`src/rtl/dmux8way16_buf_pkg.sv`:
```
// rtl/dmux8way16_buf_pkg.sv - shared geometry and helpers for the buffered 8-way demux
package dmux8way16_buf_pkg;

  localparam int N_CH   = 8;
  localparam int DATA_W = 16;
  localparam int SEL_W  = 3;

  typedef logic [DATA_W-1:0] word_t;
  typedef logic [N_CH-1:0]   chmask_t;

  // Channels written by an accepted offer: all of them on broadcast, else one-hot sel.
  function automatic chmask_t dest_mask(input logic [SEL_W-1:0] sel, input logic bcast);
    chmask_t m;
    if (bcast) m = '1;
    else       m = chmask_t'(1) << sel;
    return m;
  endfunction

endpackage

```
`src/rtl/dmux_slot.sv`:
```
// rtl/dmux_slot.sv - one output channel: data register plus full flag
module dmux_slot
  import dmux8way16_buf_pkg::*;
(
  input  logic  clk,
  input  logic  reset,
  input  logic  load,
  input  word_t in_data,
  input  logic  out_ready,
  output logic  full,
  output logic  space,
  output word_t data
);

  logic  full_q, full_d;
  word_t data_q, data_d;

  always_comb begin
    full_d = full_q;
    data_d = data_q;
    // A load wins over a pop so a same-cycle pop+load keeps the slot full.
    if (load) begin
      data_d = in_data;
      full_d = 1'b1;
    end else if (full_q && out_ready) begin
      full_d = 1'b0;
    end
  end

  always_ff @(posedge clk) begin
    if (reset) begin
      full_q <= 1'b0;
      data_q <= '0;
    end else begin
      full_q <= full_d;
      data_q <= data_d;
    end
  end

  assign full  = full_q;
  assign space = ~full_q | out_ready;
  assign data  = data_q;

endmodule

```
`src/rtl/dmux8way16_buf.sv`:
```
// rtl/dmux8way16_buf.sv - buffered 16-bit 1-to-8 demux with broadcast and accept counter
module dmux8way16_buf
  import dmux8way16_buf_pkg::*;
#(
  parameter int CNT_W = 16
) (
  input  logic              clk,
  input  logic              reset,
  input  logic [15:0]       in,
  input  logic [2:0]        sel,
  input  logic              bcast,
  input  logic              in_valid,
  output logic              in_ready,
  output logic [15:0]       out_a,
  output logic [15:0]       out_b,
  output logic [15:0]       out_c,
  output logic [15:0]       out_d,
  output logic [15:0]       out_e,
  output logic [15:0]       out_f,
  output logic [15:0]       out_g,
  output logic [15:0]       out_h,
  output logic [7:0]        out_valid,
  input  logic [7:0]        out_ready,
  output logic [CNT_W-1:0]  xfer_cnt
);

  chmask_t    full, space, load;
  word_t      data [N_CH];
  logic       accept;
  logic [CNT_W-1:0] xfer_cnt_q, xfer_cnt_d;

  genvar gi;
  generate
    for (gi = 0; gi < N_CH; gi++) begin : g_slot
      dmux_slot u_slot (
        .clk       (clk),
        .reset     (reset),
        .load      (load[gi]),
        .in_data   (in),
        .out_ready (out_ready[gi]),
        .full      (full[gi]),
        .space     (space[gi]),
        .data      (data[gi])
      );
    end
  endgenerate

  // Broadcast needs room in every channel; unicast only in the selected one.
  always_comb begin
    in_ready = 1'b0;
    if (!reset) begin
      if (bcast) in_ready = &space;
      else       in_ready = space[sel];
    end
  end

  assign accept = in_valid & in_ready;

  always_comb begin
    load = '0;
    if (accept) load = dest_mask(sel, bcast);
  end

  always_comb begin
    xfer_cnt_d = xfer_cnt_q;
    if (accept) xfer_cnt_d = xfer_cnt_q + CNT_W'(1);
  end

  always_ff @(posedge clk) begin
    if (reset) xfer_cnt_q <= '0;
    else       xfer_cnt_q <= xfer_cnt_d;
  end

  assign xfer_cnt  = xfer_cnt_q;
  assign out_valid = full;
  assign out_a = data[0];
  assign out_b = data[1];
  assign out_c = data[2];
  assign out_d = data[3];
  assign out_e = data[4];
  assign out_f = data[5];
  assign out_g = data[6];
  assign out_h = data[7];

endmodule

```
`config.mk`:
```
export PLATFORM = sky130hd
export DESIGN_NAME = dmux8way16_buf
export DESIGN_NICKNAME = d
export VERILOG_FILES = /design/src/rtl/dmux8way16_buf_pkg.sv /design/src/rtl/dmux_slot.sv /design/src/rtl/dmux8way16_buf.sv
export SDC_FILE = /design/constraint.sdc
export NUM_CORES = 1
export LEC_CHECK = 0
export ABC_AREA = 1
export BUFFER_PORTS_ARGS = -buffer_cell sky130_fd_sc_hd__clkbuf_2
export CAP_MARGIN = 30
export CORE_MARGIN = 5
export CORE_UTILIZATION = 45
export DETAILED_ROUTE_END_ITERATION = 10
export PLACE_DENSITY_LB_ADDON = 0.12
export SYNTH_ARGS = -nofsm -noshare
export SYNTH_HDL_FRONTEND = slang
export SYNTH_HIERARCHICAL = 1
export SYNTH_SLANG_ARGS = --single-unit
```
`constraint.sdc`:
```
create_clock -name clk -period 1.8 [get_ports clk]
set_input_delay 0.09 -clock clk [delete_from_list [all_inputs] [get_ports clk]]
set_output_delay 0.09 -clock clk [all_outputs]
set_load 0.005 [all_outputs]
```
== Word level (Yosys, flattened, before mapping) ==
Cells that the tools add are included.
W data, S select, Z words.

* Add/sub/neg operators: 1
* $lt $le $gt $ge: 1
* Shifts and indexed selects: 1
* Multiplexer cells: 22
* Bitwise gates (word level): 17
* Reduce and logical (&&, ||, !) cells: 17

{| class="wikitable"
|+ Operators by type and width
! cell !! number
|-
| $mux W1 || 19
|-
| $add A16 B1 Y16 const B || 1
|-
| $mux W8 || 2
|-
| $reduce_bool A2 Y1 || 8
|-
| $logic_and A1 B1 Y1 || 8
|-
| $not A1 Y1 || 8
|-
| $or A1 B1 Y1 || 8
|-
| $reduce_and A8 Y1 || 1
|-
| $shl A1 B3 Y8 const A || 1
|-
| $lt A3 B4 Y1 const B || 1
|-
| $bmux W1 S3 || 1
|-
| $and A1 B1 Y1 || 1
|}

* Register bits after elaboration: 152
* Bits of input ports: 31
* Output and inout port bits: 153
* Logic and storage cells: 76

== Logic depth before layout (Yosys ltp) ==
Gate-level depths: netlist (run 1).

* Depth in word-level cells: 9
* Mapped depth: 15

== By module ==
Netlist (run 1), hierarchy kept.

{| class="wikitable"
|+ Modules (own cells, without submodules)
! module !! instances !! cells each !! area each (µm²) !! sequential area each (µm²)
|-
| dmux_slot || 8 || 73 || 588.1 || 340.3
|-
| dmux8way16_buf || 1 || 206 || 1229.9 || 320.3
|}

== Worst setup path after synthesis (run 1) ==
OpenSTA, ideal clock, no wires.

* Path type: reg2reg
* Start: register g_slot[6].u_slot.full_q
* End: register g_slot[6].u_slot.data_q[10]
* Setup time: 0.116 ns
* Arrival time: 1.864 ns
* Setup slack: -0.179 ns
* Cell stages (with the launch flop): 15
* Buffers on the path: 2
* Period minus slack after synthesis: 1.979 ns
* Path through: dfxtp_1 > nand2_1 > inv_1 > o21ai_1 > nand2_1 > nand3_1 > nand3_2 > nand2_4 > nand3_4 > buf_2 > a21oi_1 > inv_2 > buf_6 > nor2_1 > nor2_1

* Longest elaborated chain between the ends: 8

{| class="wikitable"
|+ RTL lines
! item !! line !! source
|-
| from (decl) || dmux_slot.sv:15 || <nowiki>logic full_q, full_d;</nowiki>
|-
| from (signal assigned) || dmux_slot.sv:35 || <nowiki>full_q <= full_d;</nowiki>
|-
| $not A1 Y1 * || dmux_slot.sv:41 || <nowiki>assign space = ~full_q | out_ready;</nowiki>
|-
| $or A1 B1 Y1 * || dmux_slot.sv:41 ||
|-
| named net space[6] || dmux8way16_buf.sv:27 || <nowiki>chmask_t full, space, load;</nowiki>
|-
| $bmux W1 S3 || dmux8way16_buf.sv:53 || <nowiki>else in_ready = space[sel];</nowiki>
|-
| $mux W1 (implied by the code) || dmux8way16_buf.sv:53 ||
|-
| $mux W1 * || dmux8way16_buf.sv:52 || <nowiki>if (bcast) in_ready = &space;</nowiki>
|-
| $mux W1 * || dmux8way16_buf.sv:51 || <nowiki>if (!reset) begin</nowiki>
|-
| $and A1 B1 Y1 * || dmux8way16_buf.sv:57 || <nowiki>assign accept = in_valid & in_ready;</nowiki>
|-
| $mux W8 * || dmux8way16_buf.sv:61 || <nowiki>if (accept) load = dest_mask(sel, bcast);</nowiki>
|-
| named net load[6] || dmux8way16_buf.sv:27 ||
|-
| to (signal assigned) || dmux_slot.sv:36 || <nowiki>data_q <= data_d;</nowiki>
|-
| to (decl) || dmux_slot.sv:16 || <nowiki>word_t data_q, data_d;</nowiki>
|}

Mark *: on every way through the listed nets, which the timed path passes. The rest lies on a longest branch. The select of a mux whose other input is x is not followed.
A chain may end at the register's enable or synchronous reset.

== Worst setup path in the final report (run 1) ==
* Start: register g_slot[2].u_slot.full_q
* End: register g_slot[7].u_slot.data_q[7]

* Longest elaborated chain between the ends: 8

{| class="wikitable"
|+ RTL lines
! item !! line
|-
| from (decl) || dmux_slot.sv:15
|-
| from (signal assigned) || dmux_slot.sv:35
|-
| $not A1 Y1 * || dmux_slot.sv:41
|-
| $or A1 B1 Y1 * || dmux_slot.sv:41
|-
| named net space[2] || dmux8way16_buf.sv:27
|-
| $bmux W1 S3 || dmux8way16_buf.sv:53
|-
| $mux W1 (implied by the code) || dmux8way16_buf.sv:53
|-
| $mux W1 * || dmux8way16_buf.sv:52
|-
| $mux W1 * || dmux8way16_buf.sv:51
|-
| $and A1 B1 Y1 * || dmux8way16_buf.sv:57
|-
| $mux W8 * || dmux8way16_buf.sv:61
|-
| named net load[7] || dmux8way16_buf.sv:27
|-
| to (signal assigned) || dmux_slot.sv:36
|-
| to (decl) || dmux_slot.sv:16
|}

Marked as above.

==> results of run 1 <==
==> placed cells by master (no fill, tap or decap), types with 3 or more instances in the layout <==
master | Yosys | layout
nor2_1 | 293 | 289
clkbuf_2 | 0 | 182
dfxtp_1 | 152 | 148
o21ai_0 | 120 | 60
nand2_1 | 67 | 59
inv_1 | 43 | 42
o21ai_2 | 0 | 41
o21ai_1 | 10 | 29
buf_4 | 9 | 25
clkbuf_16 | 0 | 19
nand3_1 | 16 | 14
xor2_1 | 12 | 12
nand4_1 | 11 | 11
nand2_2 | 1 | 8
a21oi_2 | 8 | 8
a21oi_4 | 0 | 7
buf_6 | 10 | 7
inv_2 | 9 | 5
nand3_2 | 2 | 4
inv_6 | 0 | 4
dfxtp_2 | 0 | 4
buf_12 | 0 | 4
clkbuf_8 | 0 | 3
inv_4 | 0 | 3
dlygate4sd3_1 | 0 | 3
==> power by group through the flow <==
stage | combinational [mW] | sequential (mW) | clock [mW]
floorplan | 0.429 | 3.73 | 0
CTS | 0.865 | 3.66 | 3.52
global route | 1.07 | 3.70 | 3.66
finish | 0.974 | 3.68 | 3.46
global placement | 0.838 | 3.74 | 0
detailed placement | 0.844 | 3.73 | 0
==> critical path: cells and delay by family, from the launching register on <==
family | cells | cell delay [ps]
simple gates | 9 | 860
flops | 1 | 320
compound gates | 2 | 320
buf+inv | 2 | 300
==> kinds of logic (layout without fill, tap and decap cells) <==
kind of cell             count (synthesis)  in the layout
adder cells (fa/ha/maj)                  1              1
flip-flops                             152            152
buffers and inverters                   84            305
XOR/XNOR                                13             13
AND/OR/NAND/NOR                        393            394
AO/OA/AOI/OAI                          147            147
==> layer usage <==
metal / wire length [microns] / share of wire (%)
met1: 8570 / 44
met2: 9200 / 48
met3: 1260 / 6.5
met4: 327 / 1.7
met5: 0 / 0
==> how the worst min path moves through the flow <==
stage | end | slack [ps] | cells after the start | from
2_1_floorplan | g_slot[0].u_slot/full$_SDFFE_PP0P_ | 150 | 1 | reset
3_3_place_gp | g_slot[6].u_slot/full$_SDFFE_PP0P_ | 430 | 4 | out_ready[6]
3_5_place_dp | g_slot[1].u_slot/full$_SDFFE_PP0P_ | 430 | 4 | out_ready[1]
4_1_cts | g_slot[4].u_slot/full$_SDFFE_PP0P_ | 30 | 4 | out_ready[4]
5_1_grt | g_slot[5].u_slot/full$_SDFFE_PP0P_ | 20 | 4 | out_ready[5]
6_report | g_slot[5].u_slot/full$_SDFFE_PP0P_ | 20 | 4 | out_ready[5]
==> state kept, by name, summed over array words and instances (netlist names) <==
name,cells
g_slot.u_slot/data,128
xfer_cnt,16
g_slot.u_slot/full,8
==> layout make-up <==
class,instances,area [sq um]
clock buffers,22,474
clock inverters,6,92.6
fillers,1227,4920
inverters,52,215
multi-input cells,555,2760
flip-flops and latches,152,3050
well taps,176,220
repair buffers,224,1350
repair inverters,1,6.26
==> repair_timing <==
action | CTS | global route
setup endpoints to repair | 122 | 153
buffers inserted | 1 | 11
gates cloned | 1 | 4
hold endpoints to repair | 4 | 0
pin swaps | 0 | 78
gates resized for setup | 6 | 141
hold buffers | 4 | 0
==> load_flow_metrics.sql, run 1 <==
INSERT INTO impl_metrics (metric_group, metric, value, unit) VALUES
('yosys', 'synth_compound_area_share', '12.9', '%'),
('run_status', 'failed_checks', 'setup timing', ''),
('finish', 'n_antenna_cell', '0', ''),
('timing', 'setup_viol', '9', ''),
('yosys', 'ys_async_sr_fraction', '0', '%'),
('global_route', 'gr-usage-met2', '36.8', '%'),
('yosys', 'synth.largest_area_cell', 'dfxtp_1', ''),
('timing', 'totalNegativeSetupSlack', '-297', 'ps'),
('power_and_ir_drop', 'power.switching_fraction', '25.2', '%'),
('yosys', 'syn_avg_cell_area', '7.51', 'sq um'),
('finish', 'fin_util', '62.4', '%'),
('power_and_ir_drop', 'p_leak', '3.97', 'nW'),
('worst_setup_path', 'crit_reg_reg_startpoint', 'g_slot[2].u_slot/full$_SDFFE_PP0P_', ''),
('detailed_routing', 'detail_route.wl_per_cell', '16.3', 'microns'),
('finish', 'finish.instance_area', '0.00816', 'sq mm'),
('global_route', 'globalRouteMet1Util', '32.0', '%'),
('worst_setup_path', 'worst_setup_start_kind', 'register', ''),
('timing', 'timing.final.crit_share', '102', '%'),
('yosys', 'synthesis.instances', '790', ''),
('worst_setup_path', 'worst-r2r-cell-count', '13', ''),
('worst_setup_path', 'cp_max_fo', '8', ''),
('cts', 'worst_setup_hold_path_clk_slew', '60', 'ps'),
('run_status', 'outcome', 'finished with violations', ''),
('worst_setup_path', 'timing.critical_path.slowest_stage_cell', 'dfxtp_1', ''),
('yosys', 'synth-adder-area-share', '0.211', '%'),
('placed_design', 'place_ws', '-83.4', 'ps'),
('timing', 'fin_ws', '-44.3', 'ps'),
('yosys', 'register_area_share_after_synthesis', '51.3', '%'),
('yosys', 'yosys-top-cells-count', 'nor2_1, dfxtp_1, o21ai_0', ''),
('timing', 'slew_viol_final', '0', ''),
('timing', 'timing.clock.skew', '9.11', 'ps'),
('cts', 'cts_htree_levels', '4', ''),
('yosys', 'synth_top_cells_by_area', 'dfxtp_1, nor2_1, o21ai_0', ''),
('power_and_ir_drop', 'total_power', '8.11', 'mW'),
('worst_setup_path', 'worst_setup_startpoint', 'g_slot[2].u_slot/full$_SDFFE_PP0P_', ''),
('yosys', 'synth-warning-count', '6', ''),
('yosys', 'largest_family_of_logic_cells_by_synthesized_area', 'simple AND/OR/NAND/NOR gates', ''),
('timing', 'final_period_minus_worst_setup_slack', '1840', 'ps'),
('placed_design', 'port_buffers', '183', ''),
('finish', 'layout-area-overhead-vs-synth', '37.6', '%'),
('finish', 'finish.cell_count_without_fillers', '1188', ''),
('finish', 'final_layout_size_suffix_gt1_share', '33.3', '%'),
('detailed_routing', 'drc', '0', ''),
('yosys', 'synth_fp_nets', '822', ''),
('die', 'core_area', '0.0131', 'sq mm'),
('yosys', 'synthSimpleGateAreaFrac', '26.3', '%'),
('die', 'die_height', '125', 'microns'),
('die', 'die_area', '0.0156', 'sq mm'),
('yosys', 'yosys_most_used_dff', 'dfxtp_1', ''),
('power_and_ir_drop', 'pwr-share-seq', '45.4', '%'),
('worst_setup_path', 'critical_path.reg2reg.endpoint', 'g_slot[7].u_slot/data[7]$_SDFFE_PP0P_', ''),
('yosys', 'synthXorXnorAreaFrac', '1.92', '%'),
('worst_setup_path', 'criticalPathCategory', 'register to register', ''),
('global_route', 'first_pass_grt_wire_length', '29300', 'microns'),
('worst_setup_path', 'cp_dominant_cell_by_count', 'nand2_1', ''),
('job', 'max-cap-violations', '0', ''),
('cts', 'root_buffer_cell', 'clkbuf_16', ''),
('die', 'fp-row-count', '42', ''),
('power_and_ir_drop', 'power.net_switching', '2.05', 'mW'),
('worst_setup_path', 'endpoint', 'g_slot[7].u_slot/data[7]$_SDFFE_PP0P_', ''),
('power_and_ir_drop', 'internal_power', '6.07', 'mW'),
('yosys', 'syn-cell-area', '0.00593', 'sq mm'),
('worst_setup_path', 'reg2reg_slack', '-40', 'ps'),
('global_route', 'groute.usage.overall', '23.7', '%'),
('worst_setup_path', 'crit_required', '2160', 'ps'),
('global_route', 'grt_antenna_before_repair', '0', ''),
('global_route', 'met3_usage_in_global_routing', '6.78', '%'),
('timing', 'slew-limit-headroom', '48.2', '%'),
('worst_setup_path', 'critPathMaxStageDelay', '320', 'ps'),
('worst_setup_path', 'critical_path.endpoint_type', 'register', ''),
('timing', 'timing_hold_violations_final', '0', '');
Note: power is estimated with default switching activity, not from simulation.
==> run 2: changes to the inputs <==
Settings changed: CAP_MARGIN 30 to 0, GPL_TIMING_DRIVEN set to 0.
==> run 2 against run 1 <==
Compared with the run above: the run still ends with setup timing left; worst setup slack got worse by 140 ps; non-clock buffer count is 52 higher; power grew 5.4%; flip-flop and latch count is the same; critical endpoint is now g_slot[3].u_slot/data[12]$_SDFFE_PP0P_; largest power group unchanged; highest routed layer unchanged.
==> load_flow_metrics.sql, run 2 (synthesis gave the netlist of run 1 again) <==
INSERT INTO impl_metrics (metric_group, metric, value, unit) VALUES
('finish', 'layout.nets', '1085', ''),
('placed_design', 'placed_cells_incl_taps', '1147', ''),
('detailed_routing', 'drtPass1Iterations', '5', ''),
('global_route', 'grt_antenna_before_repair', '0', ''),
('timing', 'slew_viol_final', '0', ''),
('placed_design', 'dp_hpwl', '13200', 'microns'),
('detailed_routing', 'dr_total_vias', '6206', ''),
('finish', 'total_area_of_multi_input_combinational_cells', '0.00310', 'sq mm'),
('worst_setup_path', 'worst_setup_start_kind', 'register', ''),
('die', 'die_area', '0.0156', 'sq mm'),
('power_and_ir_drop', 'p_leak', '4.30', 'nW'),
('finish', 'finish.cell_count_without_fillers', '1242', ''),
('timing', 'slew-limit-headroom', '51.3', '%'),
('power_and_ir_drop', 'peakVddDrop', '0.607', 'mV'),
('detailed_routing', 'routed_via_density', '5.00', ''),
('cts', 'clock_insertion_delay_at_the_later_pin_of_the_skew_report', '420', 'ps'),
('worst_setup_path', 'crit_reg_reg_startpoint', 'g_slot[5].u_slot/full$_SDFFE_PP0P_', ''),
('cts', 'root_buffer_cell', 'clkbuf_16', ''),
('worst_setup_path', 'crit_arrival', '2290', 'ps'),
('die', 'ioPinCount', '184', ''),
('finish', 'final_layout_size_suffix_gt1_share', '45.7', '%'),
('finish', 'fillers', '1058', ''),
('placed_design', 'port_buffers', '181', ''),
('timing', 'final_period_minus_worst_setup_slack', '1990', 'ps'),
('min_path', 'hp-class', 'primary input to register', ''),
('cts', 'cts_tree', 'yes', ''),
('worst_setup_path', 'crit_chain', 'nand2_2, nand2_1, nand2_1, nand2_1, nand3_2, nand3_2, nand2_4, nand3_4, buf_12, a21oi_4, inv_4, buf_6, nor2_2, nor2_1', ''),
('worst_setup_path', 'criticalPathCategory', 'register to register', ''),
('finish', 'finish.instance_area', '0.00924', 'sq mm'),
('min_path', 'hold_start', 'in_valid', ''),
('detailed_routing', 'remaining_number_of_nets_flagged_by_the_antenna_check_after_routing', '0', ''),
('worst_setup_path', 'reg2reg_slack', '-190', 'ps'),
('worst_setup_path', 'cp_max_fo', '5', ''),
('die', 'fp-row-count', '42', ''),
('detailed_routing', 'detail_route.wl_per_cell', '16.9', 'microns'),
('finish', 'n_antenna_cell', '0', ''),
('worst_setup_path', 'crit_required', '2100', 'ps'),
('worst_setup_path', 'cp_dominant_cell_by_count', 'nand2_1', ''),
('die', 'die_height', '125', 'microns'),
('job', 'max-cap-violations', '0', ''),
('finish', 'largest_register_ffs', '128', ''),
('min_path', 'hold-path-cell-count', '3', ''),
('min_path', 'holdPathEnd', 'xfer_cnt[1]$_SDFFE_PP0P_', ''),
('placed_design', 'gp_congestion', '0.865', ''),
('cts', 'tritoncts_num_sinks', '152', ''),
('global_route', 'grt.overflow.total', '0', ''),
('worst_setup_path', 'worst-r2r-cell-count', '14', ''),
('timing', 'timing.fmax', '503', 'MHz'),
('cts', 'worst_setup_hold_path_clk_slew', '60', 'ps'),
('finish', 'seqCellArea', '0.00305', 'sq mm'),
('cts', 'tritoncts.num_buffers', '17', ''),
('run_status', 'failed_checks', 'setup timing', ''),
('worst_setup_path', 'critical_path.reg2reg.endpoint', 'g_slot[3].u_slot/data[12]$_SDFFE_PP0P_', ''),
('cts', 'max-clock-path-buffers', '2', ''),
('detailed_routing', 'drc', '0', ''),
('timing', 'worst_tran_pin_value', '730', 'ps'),
('placed_design', 'place_ws', '-364', 'ps'),
('die', 'initial_core_util', '45.4', '%'),
('timing', 'timing.clock.skew', '7.23', 'ps'),
('finish', 'layout_commonest_cell', 'nor2_1', ''),
('worst_setup_path', 'timing.critical_path.slowest_stage_cell', 'dfxtp_2', ''),
('global_route', 'groute.usage.overall', '25.4', '%'),
('finish', 'layout-area-overhead-vs-synth', '55.7', '%'),
('worst_setup_path', 'critical_path.endpoint_type', 'register', ''),
('global_route', 'vias_in_the_first_global_route', '5881', ''),
('global_route', 'grt_max_degree', '24', ''),
('worst_setup_path', 'critPathMaxStageDelay', '330', 'ps'),
('timing', 'setup_repair_after_global_routing_missed_its_margin', 'true', ''),
('detailed_routing', 'drt_wirelength', '21000', 'microns'),
('power_and_ir_drop', 'powerDensity', '925', 'mW/mm^2'),
('die', 'core_area', '0.0131', 'sq mm'),
('timing', 'fin_ws', '-187', 'ps'),
('placed_design', 'place_area', '0.00715', 'sq mm'),
('timing', 'setup_viol', '127', ''),
('detailed_routing', 'initialDrtViolationCount', '397', ''),
('run_status', 'outcome', 'finished with violations', ''),
('global_route', 'first_pass_grt_wire_length', '31600', 'microns'),
('finish', 'final_cell_mix', 'nor2_1, clkbuf_2, dfxtp_1', ''),
('timing', 'whs', '62.8', 'ps'),
('die', 'die-width', '125', 'microns'),
('timing', 'timing_hold_violations_final', '0', ''),
('timing', 'timing.final.crit_share', '110', '%'),
('cts', 'cts_htree_levels', '4', '');
run 2: layer usage:
metal	vias up	track usage [%]	share of wire (%)
met5	-	0	0
met4	0	9.38	2.8
met3	46	6.86	6.5
met2	208	42.3	49
met1	2900	31.6	42
li1	3052	-	-
run 2: area by class of cell:
type | count | area share [%]
inverters | 52 | 2.36
well taps | 176 | 2.38
clock buffers | 21 | 4.98
multi-input cells | 554 | 33.5
repair buffers | 244 | 18.6
flip-flops and latches | 152 | 33.0
plain buffers | 32 | 3.57
clock inverters | 11 | 1.57
run 2: worst max path at each step:
stage,start,to,slack (ps),cells past startpoint
finish,g_slot[5].u_slot/full$_SDFFE_PP0P_,g_slot[3].u_slot/data[12]$_SDFFE_PP0P_,-190,14
CTS,g_slot[6].u_slot/full$_SDFFE_PP0P_,g_slot[5].u_slot/data[5]$_SDFFE_PP0P_,-130,14
detailed placement,g_slot[5].u_slot/full$_SDFFE_PP0P_,g_slot[1].u_slot/data[7]$_SDFFE_PP0P_,-360,12
global placement,g_slot[5].u_slot/full$_SDFFE_PP0P_,g_slot[1].u_slot/data[4]$_SDFFE_PP0P_,-350,12
floorplan,g_slot[6].u_slot/full$_SDFFE_PP0P_,g_slot[1].u_slot/data[10]$_SDFFE_PP0P_,3,14
global route,g_slot[1].u_slot/full$_SDFFE_PP0P_,g_slot[3].u_slot/data[12]$_SDFFE_PP0P_,-280,12
run 2: critical path, delay by kind of cell (launching register included):
family | cells | cell delay, ps
AO/OA/AOI/OAI | 1 | 220
buffers and inverters | 3 | 440
flip-flops | 1 | 330
AND/OR/NAND/NOR | 10 | 880
run 2: metrics by stage:
step                      utilization, %  total power [mW]  setup TNS [ps]
after floorplan                        -              4.16               0
after global placement              54.6              4.58          -35390
after detailed placement            54.6              4.59          -36560
after CTS                           66.0              8.43          -10270
after global routing                70.6              8.88          -25290
final                               70.6              8.55          -11670
run 2: what timing repair did:
action / in CTS / in global routing
pin swaps: 75 / 105
hold buffers: 2 / 0
setup endpoints to repair: 137 / 138
buffers inserted: 39 / 11
hold endpoints to repair: 2 / 0
resized for setup: 172 / 137
gates cloned: 5 / 6
run 2: power breakdown:
| part | total [mW] | switching, mW | internal, mW |
|---|---|---|---|
| combinational | 1.19 | 0.675 | 0.519 |
| clock | 3.67 | 1.41 | 2.26 |
| sequential | 3.69 | 0.136 | 3.55 |
| total | 8.55 | 2.22 | 6.33 |
==> run 3: changes to the inputs <==
Clock period 1.8 ns to 2.3 ns, I/O delays scaled along.
==> run 3 against run 2 <==
Compared with the run above: the run now ends clean; sequential power fell by 22%; via count fell by 7.3%; core utilization fell by 11 points; flip-flop and latch count did not move; sequential share of layout area rose by 6.0 points; design area fell by 16%; routed wire length fell by 15%; critical endpoint is now g_slot[7].u_slot/data[2]$_SDFFE_PP0P_; largest power group unchanged; highest routed layer unchanged.
==> load_flow_metrics.sql, run 3 (synthesis gave the netlist of run 1 again) <==
INSERT INTO impl_metrics (metric_group, metric, value, unit) VALUES
('finish', 'final_layout_size_suffix_gt1_share', '27.8', '%'),
('placed_design', 'place_area', '0.00706', 'sq mm'),
('worst_setup_path', 'worst-path-buf-inv', '4', ''),
('detailed_routing', 'initialDrtViolationCount', '442', ''),
('timing', 'timing_hold_violations_final', '0', ''),
('global_route', 'first_pass_grt_wire_length', '28300', 'microns'),
('global_route', 'grt_antenna_before_repair', '0', ''),
('cts', 'cts_htree_levels', '4', ''),
('worst_setup_path', 'path_depth', '14', ''),
('cts', 'tritoncts_num_sinks', '152', ''),
('placed_design', 'dp_hpwl', '12900', 'microns'),
('timing', 'worst_tran_pin_value', '619', 'ps'),
('global_route', 'vias_in_the_first_global_route', '5322', ''),
('detailed_routing', 'drc', '0', ''),
('worst_setup_path', 'cp_max_fo', '11', ''),
('timing', 'setup_viol', '0', ''),
('power_and_ir_drop', 'powerDensity', '790', 'mW/mm^2'),
('detailed_routing', 'metal_1_wl', '7700', 'microns'),
('finish', 'layout-area-overhead-vs-synth', '31.5', '%'),
('cts', 'tritoncts.num_buffers', '17', ''),
('detailed_routing', 'detailroute.wirelength.met3', '1300', 'microns'),
('run_status', 'outcome', 'finished, final reports clean', ''),
('finish', 'finish.instance_area', '0.00780', 'sq mm'),
('worst_setup_path', 'crit_arrival', '2420', 'ps'),
('detailed_routing', 'wl_met2', '8630', 'microns'),
('placed_design', 'gp_congestion', '0.824', ''),
('detailed_routing', 'dr.max_layer_used', 'met4', ''),
('timing', 'totalNegativeSetupSlack', '0', 'ps'),
('cts', 'root_buffer_cell', 'clkbuf_16', ''),
('finish', 'layout_commonest_cell', 'nor2_1', ''),
('worst_setup_path', 'critical_path.top_delay_family', 'simple AND/OR/NAND/NOR gates', ''),
('cts', 'clock_insertion_delay_at_the_later_pin_of_the_skew_report', '420', 'ps'),
('worst_setup_path', 'criticalPathCategory', 'register to register', ''),
('min_path', 'hold-path-cell-count', '4', ''),
('worst_setup_path', 'timing.critical_path.slowest_stage_cell', 'dfxtp_1', ''),
('cts', 'max-clock-path-buffers', '2', ''),
('detailed_routing', 'drtPass1Iterations', '5', ''),
('timing', 'slew-limit-headroom', '58.7', '%'),
('global_route', 'groute.usage.overall', '22.6', '%'),
('die', 'ioPinCount', '184', ''),
('detailed_routing', 'drt_wirelength', '17800', 'microns'),
('finish', 'layout.nets', '1033', ''),
('die', 'initial_core_util', '45.4', '%'),
('detailed_routing', 'routed_via_density', '4.83', ''),
('global_route', 'grt_max_degree', '24', ''),
('timing', 'setup_repair_after_global_routing_missed_its_margin', 'false', ''),
('worst_setup_path', 'crit_required', '2610', 'ps'),
('timing', 'slew_viol_final', '0', ''),
('finish', 'fillers', '1261', ''),
('cts', 'worst_setup_hold_path_clk_slew', '60', 'ps'),
('placed_design', 'port_buffers', '181', ''),
('worst_setup_path', 'worst-r2r-cell-count', '14', ''),
('die', 'die_height', '125', 'microns'),
('cts', 'postCtsHoldBufs', '0', ''),
('die', 'fp-row-count', '42', ''),
('finish', 'n_antenna_cell', '0', ''),
('finish', 'final_cell_mix', 'nor2_1, clkbuf_2, dfxtp_1', ''),
('cts', 'cts_tree', 'yes', ''),
('detailed_routing', 'dr_total_vias', '5753', ''),
('detailed_routing', 'detail_route.wl_per_cell', '15.0', 'microns'),
('global_route', 'grt.overflow.total', '0', ''),
('timing', 'timing.fmax', '476', 'MHz'),
('die', 'die_area', '0.0156', 'sq mm'),
('die', 'core_area', '0.0131', 'sq mm'),
('finish', 'largest_register_ffs', '128', ''),
('detailed_routing', 'remaining_number_of_nets_flagged_by_the_antenna_check_after_routing', '0', ''),
('timing', 'timing.final.crit_share', '91.4', '%'),
('timing', 'timing.clock.skew', '7.79', 'ps'),
('power_and_ir_drop', 'total_power', '6.17', 'mW'),
('power_and_ir_drop', 'peakVddDrop', '0.453', 'mV'),
('job', 'max-cap-violations', '0', ''),
('worst_setup_path', 'crit_chain', 'nand2_1, inv_1, o21ai_1, nand2_1, nand3_1, nand3_2, nand2_4, nand3_4, buf_12, a21oi_4, inv_2, buf_6, nor2_1, nor2_1', ''),
('timing', 'final_period_minus_worst_setup_slack', '2100', 'ps'),
('min_path', 'hp-class', 'primary input to register', ''),
('worst_setup_path', 'critPathMaxStageDelay', '310', 'ps'),
('worst_setup_path', 'critical_path.endpoint_type', 'register', ''),
('die', 'die-width', '125', 'microns'),
('power_and_ir_drop', 'p_leak', '3.94', 'nW'),
('worst_setup_path', 'worst_setup_start_kind', 'register', '');
## run 3: cell types whose count changed in the layout (fill, tap and decap cells not counted), sizes merged
cell         change
buf             -44
clkbuf           -5
bufinv           -2
dlygate4sd3      -2
clkinvlp         +1
## run 3: final timing paths
path | startpoint | to | slack [ps]
worst min register to register | g_slot[2].u_slot/data[6]$_SDFFE_PP0P_ | g_slot[2].u_slot/data[6]$_SDFFE_PP0P_ | 490
worst max-delay path | g_slot[6].u_slot/full$_SDFFE_PP0P_ | g_slot[7].u_slot/data[2]$_SDFFE_PP0P_ | 200
worst max register to register | g_slot[6].u_slot/full$_SDFFE_PP0P_ | g_slot[7].u_slot/data[2]$_SDFFE_PP0P_ | 200
worst min-delay path | out_ready[4] | g_slot[4].u_slot/full$_SDFFE_PP0P_ | 40
## run 3: area by class of cell
type | instances | area (sq um) | area share [%]
clock inverters | 10 | 96.3 | 1.23
well taps | 176 | 220 | 2.82
clock buffers | 22 | 464 | 5.95
plain buffers | 31 | 239 | 3.06
flip-flops and latches | 152 | 3040 | 39.0
multi-input cells | 554 | 2530 | 32.5
repair buffers | 193 | 1010 | 12.9
inverters | 52 | 195 | 2.50
## run 3: routing by layer
metal	vias up	track usage [%]
met2	191	37.5
met5	-	0
met1	2620	28.3
li1	2928	-
met3	14	6.78
met4	0	7.02
## run 3: through the flow
stage	utilization [%]	cells	setup WS, ps	hold WS [ps]
floorplan	-	790	321	177
global placement	54.0	1147	-327	455
detailed placement	54.0	1147	-346	469
CTS	58.6	1179	-55.4	27.6
global route	59.6	1190	64.1	57.9
finish	59.6	1190	197	44.1
## run 3: power breakdown
group          total, mW  leakage, nW  switching [mW]  internal [mW]
Clock               2.63        0.263            1.08           1.55
Sequential          2.87         1.24          0.0897           2.78
Combinational      0.670         2.44           0.408          0.262
Total               6.17         3.94            1.58           4.59
## run 3: what timing repair did
| action | in CTS | in global routing |
|---|---|---|
| buffers inserted | 0 | 12 |
| resized for setup | 11 | 5 |
| pin swaps | 0 | 1 |
| setup endpoints to repair | 130 | 119 |
## run 3: worst register-to-register path: stages (launching register included)
cell     delay [ps]
dfxtp_1         310
nand2_1         160
inv_1            60
o21ai_1         130
nand2_1          60
nand3_1          80
nand3_2         100
nand2_4         170
nand3_4         110
buf_12          180
a21oi_4         210
inv_2           130
buf_6           170
nor2_1          100
nor2_1           50
